===== src/rtl/serial_pattern_transmitter.sv =====
// rtl/serial_pattern_transmitter.sv - MSB-first serial pattern source with programmable word repetition
// Optional build macro SPT_PARITY_EN appends an even-parity bit after every word.
module serial_pattern_transmitter #(
    parameter int WIDTH = 4,
    parameter int REP_W = 3
) (
    input  logic             clk,
    input  logic             rst,
    input  logic             start,
    input  logic [WIDTH-1:0] pattern,
    input  logic [REP_W-1:0] reps,
    input  logic             out_ready,
    output logic             out,
    output logic             out_valid,
    output logic             out_last,
    output logic             busy,
    output logic             done
);

    localparam int CW = $clog2(WIDTH);

`ifdef SPT_PARITY_EN
    typedef enum logic [1:0] {IDLE, SHIFT, DONE, PARITY} state_t;
`else
    typedef enum logic [1:0] {IDLE, SHIFT, DONE} state_t;
`endif

    state_t             state;
    // shreg holds the bits still to come after the one currently on out
    logic [WIDTH-2:0]   shreg;
    logic [WIDTH-1:0]   pat;
    logic [CW-1:0]      bitcnt;
    logic [REP_W-1:0]   repcnt;

    always_ff @(posedge clk) begin
        if (rst) begin
            state     <= IDLE;
            shreg     <= '0;
            pat       <= '0;
            bitcnt    <= '0;
            repcnt    <= '0;
            out       <= 1'b0;
            out_valid <= 1'b0;
            out_last  <= 1'b0;
            busy      <= 1'b0;
            done      <= 1'b0;
        end else begin
            case (state)
                IDLE: begin
                    if (start) begin
                        state     <= SHIFT;
                        pat       <= pattern;
                        shreg     <= pattern[WIDTH-2:0];
                        bitcnt    <= CW'(WIDTH - 1);
                        repcnt    <= (reps == '0) ? REP_W'(1) : reps;
                        out       <= pattern[WIDTH-1];
                        out_valid <= 1'b1;
                        out_last  <= 1'b0;
                        busy      <= 1'b1;
                    end
                end

                SHIFT: begin
                    if (out_ready) begin
                        if (bitcnt != '0) begin
                            out    <= shreg[WIDTH-2];
                            shreg  <= shreg << 1;
                            bitcnt <= bitcnt - 1'b1;
`ifdef SPT_PARITY_EN
                            out_last <= 1'b0;
`else
                            out_last <= (bitcnt == CW'(1));
`endif
                        end else begin
`ifdef SPT_PARITY_EN
                            state    <= PARITY;
                            out      <= ^pat;
                            out_last <= 1'b1;
`else
                            // next word starts on the very next beat, from the captured copy
                            if (repcnt > REP_W'(1)) begin
                                repcnt   <= repcnt - 1'b1;
                                shreg    <= pat[WIDTH-2:0];
                                bitcnt   <= CW'(WIDTH - 1);
                                out      <= pat[WIDTH-1];
                                out_last <= 1'b0;
                            end else begin
                                state     <= DONE;
                                out       <= 1'b0;
                                out_valid <= 1'b0;
                                out_last  <= 1'b0;
                                done      <= 1'b1;
                            end
`endif
                        end
                    end
                end

`ifdef SPT_PARITY_EN
                PARITY: begin
                    if (out_ready) begin
                        if (repcnt > REP_W'(1)) begin
                            state    <= SHIFT;
                            repcnt   <= repcnt - 1'b1;
                            shreg    <= pat[WIDTH-2:0];
                            bitcnt   <= CW'(WIDTH - 1);
                            out      <= pat[WIDTH-1];
                            out_last <= 1'b0;
                        end else begin
                            state     <= DONE;
                            out       <= 1'b0;
                            out_valid <= 1'b0;
                            out_last  <= 1'b0;
                            done      <= 1'b1;
                        end
                    end
                end
`endif

                DONE: begin
                    state <= IDLE;
                    done  <= 1'b0;
                    busy  <= 1'b0;
                end

                default: begin
                    state     <= IDLE;
                    out       <= 1'b0;
                    out_valid <= 1'b0;
                    out_last  <= 1'b0;
                    busy      <= 1'b0;
                    done      <= 1'b0;
                end
            endcase
        end
    end

endmodule


===== config.mk =====
export PLATFORM = sky130hd
export DESIGN_NAME = serial_pattern_transmitter
export DESIGN_NICKNAME = d
export VERILOG_FILES = /design/src/rtl/serial_pattern_transmitter.sv
export SDC_FILE = /design/constraint.sdc
export NUM_CORES = 1
export LEC_CHECK = 0
export BUFFER_PORTS_ARGS = -buffer_cell sky130_fd_sc_hd__buf_2
export CORE_MARGIN = 3
export CORE_UTILIZATION = 54
export DETAILED_ROUTE_END_ITERATION = 8
export PLACE_DENSITY = 0.77
export SYNTH_ARGS = -nofsm -noshare
export SYNTH_HDL_FRONTEND = slang
export SYNTH_SLANG_ARGS = --single-unit

===== constraint.sdc =====
create_clock -name clk -period 2.27 [get_ports clk]
set_input_delay 0.3405 -clock clk [delete_from_list [all_inputs] [get_ports clk]]
set_output_delay 0.3405 -clock clk [all_outputs]
set_load 0.02 [all_outputs]

==> run metrics, run 1 <==
Min-Delay Path Class primary input to flop; max-cap violations 0; TritonCTS Buffers 3; IO buf count 15; synthesized instance count 120; Top FF cell, synth dfxtp_1; FFs w/ async S/R, synth 0; setup_tns 0 ps; DR pass1 iterations 4; crit path time final between 1500 and 2000 ps; Rows 14; total number of vias 870; Antenna Cells 0; Mapped Nets around 140; Hold Path End pat[2]; startpoint types flop; Setup crit end kind flop; drt total wl between 2000 and 2500 um; initial antenna violation count 0; hold wc startpoint pattern[2]; number of global-route vias before repair between 800 and 900; CTS max path bufs 2; status finished clean; antenna viol nets, final 0; CP Cell Sequence inv_1 -> ha_1 -> mux2_1 -> mux2_1 -> nand3_1 -> a21oi_1; post-synthesis register bit count 19; share of cells above drive strength 1 0.165; DIE HEIGHT about 50 um; CP Depth 6; Die Span X between 40 and 50 um; critical setup path kind flop to flop; Worst Max-Slew Pin Slew ~400 ps; Core Area approximately 1600 sq um; pwr dens 711 nW/um^2; Clock Sinks 19; most common cell after layout, fill and taps aside dfxtp_1; Wirelength per Cell approximately 13 um; Mapped Area 998 sq um; Fin. Hold Viols 0; reg2reg end shreg[2]; Pins Over Slew Limit 0; WHS Path Cells 3; HPWL after DPL approximately 1500 um; relative slew slack 0.734; cts repair resizes 0; slowest cell on the critical path ha_1; most frequent cells in the layout dfxtp_1, buf_2, nand2_1, a21oi_1, inv_1; # nets final between 100 and 150; DRC marker count from the first detailed-route iteration 15; DRC viols 0; WP data arrival roughly 1900 ps; total power just under 800 uW; CTS tree done; peak supply drop between 0.0004 and 0.0005 V; clock skew approximately 4.4 ps; CP max stage delay 400 ps; WP buf/inv 1; most used cell, CP mux2_1; worst path required time approximately 2400 ps; CP max FO 10; first-pass GRT wire length around 3600 um; sequential area share after synthesis 0.381; Final setup viols 0; reg2reg path depth 6; GR Overflow Total 0; Netlist cell types 36; routed vias/inst between 5 and 6; die area approximately 2400 sq um; fmax 0.580 GHz; largest net degree at the start of global routing 22; IO Pins 16; period utilization 0.759; Root Buffer clkbuf_4; RSZ-0062 raised after global routing false; leakage power figure 0.000447 uW; Worst-Skew Late Latency about 290 ps; Setup Fix Bufs, Post-CTS 0; Clock transition at path regs roughly 100 ps; Syn Area/Cell roughly 8.3 sq um; YS warnings 0; H-Tree Depth 1; RePlAce Congestion 0.851; Worst R2R Setup Slack between 500 and 600 ps; Initial Util 0.613; EDFF count, synth 0; Syn-to-layout area delta 10.1%; Hold Buf Count CTS 0; GRT Util Overall 0.185; Reg-to-Reg Start bitcnt[0]; delay-heaviest family, CP multiplexers
-- tightest hold or removal path, delay by kind of cell --
family / cells / cell delay [ps]
AO/OA/AOI/OAI: 1 / 50
AND/OR/NAND/NOR: 1 / 50
buffers and inverters: 1 / 100
-- worst max-delay path by stage --
stage               startpoint        to
floorplan            bitcnt[0]  shreg[2]
global placement     bitcnt[0]  shreg[2]
detailed placement   bitcnt[0]  shreg[2]
CTS                  bitcnt[0]  shreg[2]
global route         bitcnt[0]  shreg[1]
finish               bitcnt[0]  shreg[2]
-- sequential cells by signal, summed over array words and instances (netlist names) --
signal	cells
pat	4
repcnt	3
shreg	3
bitcnt	2
state	2
busy	1
done	1
out	1
out_last	1
out_valid	1
-- cell families (layout without fill, tap and decap cells) --
logic type,count (synthesis),after routing,synth area share
buffers and inverters,16,29,0.0714
flip-flops,19,19,0.381
adder cells (fa/ha/maj),4,4,0.0501
multiplexers,4,4,0.0451
AND/OR/NAND/NOR,41,41,0.198
AO/OA/AOI/OAI,36,36,0.254
-- through the flow --
stage | std cells | hold slack [ps] | instance area (sq um) | util | setup slack, ps
floorplan | 120 | 434 | 998 | - | 705
global route | 157 | 284 | 1100 | 0.675 | 448
finish | 157 | 290 | 1100 | 0.675 | 547
global placement | 153 | 442 | 1070 | 0.659 | 613
detailed placement | 153 | 452 | 1070 | 0.659 | 570
CTS | 157 | 283 | 1100 | 0.675 | 554
-- power by group --
group | internal (uW) | switching [uW]
clock | 68.2 | 99.9
sequential | 368 | 28.2
combinational | 90.7 | 127
total | 527 | 255
-- metal layers --
layer  vias to the layer above  share of wire  track usage
met3                         0          0.046       0.0336
li1                        459              -            -
met4                         0              0       0.0758
met5                         -              0            0
met1                       391           0.48        0.235
met2                        20           0.47        0.305
-- Yosys cell counts (4+ instances only) --
| cell type | n | area share |
|---|---|---|
| dfxtp_1 | 19 | 0.38 |
| nand2_1 | 14 | 0.053 |
| a21oi_1 | 13 | 0.065 |
| inv_1 | 9 | 0.034 |
| nor2_1 | 7 | 0.026 |
| nand3_1 | 6 | 0.030 |
| nor3_1 | 5 | 0.025 |
| o21ai_0 | 5 | 0.025 |
| ha_1 | 4 | 0.050 |
| mux2_1 | 4 | 0.045 |
-- area by class of cell --
type	instances	area, sq um
multi-input combinational	85	547
fill	147	529
sequential	19	380
timing repair buffer	16	82.6
inverter	9	33.8
tap	24	30.0
clock buffer	4	26.3
No activity file was read; power rests on OpenSTA's default activity.
==> run 2: changes to the inputs <==
Settings changed: CORE_ASPECT_RATIO from default to 1.5, CORE_UTILIZATION 54 to 49, PLACE_DENSITY 0.77 to 0.73.
Clock period 2.27 ns to 1.55 ns, I/O delays scaled along.
==> run metrics, run 2 (same netlist as run 1, synthesis figures left out) <==
status finished clean; critical setup path kind flop to flop; first-pass GRT wire length around 3800 um; fmax between 0.6 and 0.7 GHz; Fin. Hold Viols 0; largest net degree at the start of global routing 22; dpl cells around 160; post-route cell area ~1300 sq um; Min-Delay Path Class primary input to flop; Pins Over Slew Limit 0; pwr dens between 1000 and 1500 nW/um^2; number of global-route vias before repair 880; biggest regs pat (4), repcnt (3), shreg (3); Rows 19; Setup crit end kind flop; routed vias/inst 5.78; met2 usage 0.339; post-route insts no fill between 150 and 200; total power roughly 1300 uW; DRC viols 0; met1 Use GR 0.226; clock skew ~5.9 ps; Worst-Skew Late Latency 310 ps; WP data arrival between 1500 and 2000 ps; max reg flops 4; Syn-to-layout area delta 25.6%; CTS tree done; met3 usage 0.0263; IO buf count 15; most frequent cells in the layout dfxtp_1, buf_2, nand2_1, a21oi_1, buf_4; DRC marker count from the first detailed-route iteration 32; DIE HEIGHT 61.3 um; share of cells above drive strength 1 0.303; Wirelength per Cell 14.2 um; Die Span X approximately 43 um; Largest Register pat; DR pass1 iterations 4; startpoint types flop; Worst Max-Slew Pin Slew roughly 430 ps; setup ws final 68.8 ps; Core Area roughly 1900 sq um; Clock transition at path regs about 110 ps; setup_tns 0 ps; Initial Util 0.532; GR peak layer met2; worst path required time ~1700 ps; worst slack, placed -11.2 ps; TritonCTS Buffers 3; CTS max path bufs 2; HPWL after DPL 1650 um; most common cell after layout, fill and taps aside dfxtp_1; drt total wl 2360 um; instance area at placement approximately 1200 sq um; Antenna Cells 0; # nets final 161; total number of vias 960; IO Pins 16; CP max FO 10; Root Buffer clkbuf_4; initial antenna violation count 0; crit path time final between 1000 and 1500 ps; max-cap violations 0; relative slew slack 0.711; leakage power figure roughly 0.00052 uW; period utilization 0.956; antenna viol nets, final 0; GR Overflow Total 0; Final setup viols 0; die area ~2600 sq um; RePlAce Congestion about 0.77; Clock Sinks 19; H-Tree Depth 1; GRT Util Overall 0.193; peak supply drop about 0.00077 V
[run 2: changes by cell type in the layout (fill, tap and decap cells not counted), moves of 2 or more]
| cell | change |
|---|---|
| inv_2 | +2 |
| dfxtp_1 | -3 |
| buf_4 | +12 |
| dfxtp_2 | +3 |
| inv_1 | -2 |
[run 2: metal layers]
metal / wire (um) / up-vias
met1: 1030 / 446
met2: 1200 / 27
met5: 0 / -
met3: 88 / 7
li1: - / 480
met4: 46 / 0
[run 2: final timing paths]
check,start,to,slack [ps],cells after the start
hold reg to reg,pat[2],pat[2],470,2
setup / recovery,state[0],shreg[2],70,5
setup reg to reg,state[0],shreg[2],70,5
hold / removal,pattern[1],pat[1],170,3
[run 2: worst max-delay path, stage by stage, from the launching register on]
cell	delay, ps
dfxtp_2	410
nor2b_2	240
buf_4	210
mux2_1	340
nand3_1	90
a21oi_1	80
[run 2: stage by stage]
step | hold WS (ps) | util
after global routing | 164 | 0.668
after global placement | 441 | 0.618
after CTS | 159 | 0.634
final | 166 | 0.668
after detailed placement | 450 | 0.618
after floorplan | 368 | -
[run 2: where the power goes]
part	switching (uW)	leakage, uW	internal (uW)
clock	161	0.0000150	101
sequential	35.3	0.000157	541
combinational	234	0.000349	209
total	431	0.000521	851
[run 2: what timing repair did]
item                       4_1_cts  5_1_grt
setup endpoints to repair        3        9
pin swaps                        0        2
hold buffers                     0        0
buffers inserted                 0        0
resized for setup                2       13
[run 2: layout make-up]
cell class                      count  area [sq um]
Fill cell                         161           624
Multi-Input combinational cell     85           611
Timing Repair Buffer               28           173
Inverter                            9          33.8
Clock buffer                        4          26.3
Tap cell                           21          26.3
Sequential cell                    19           384
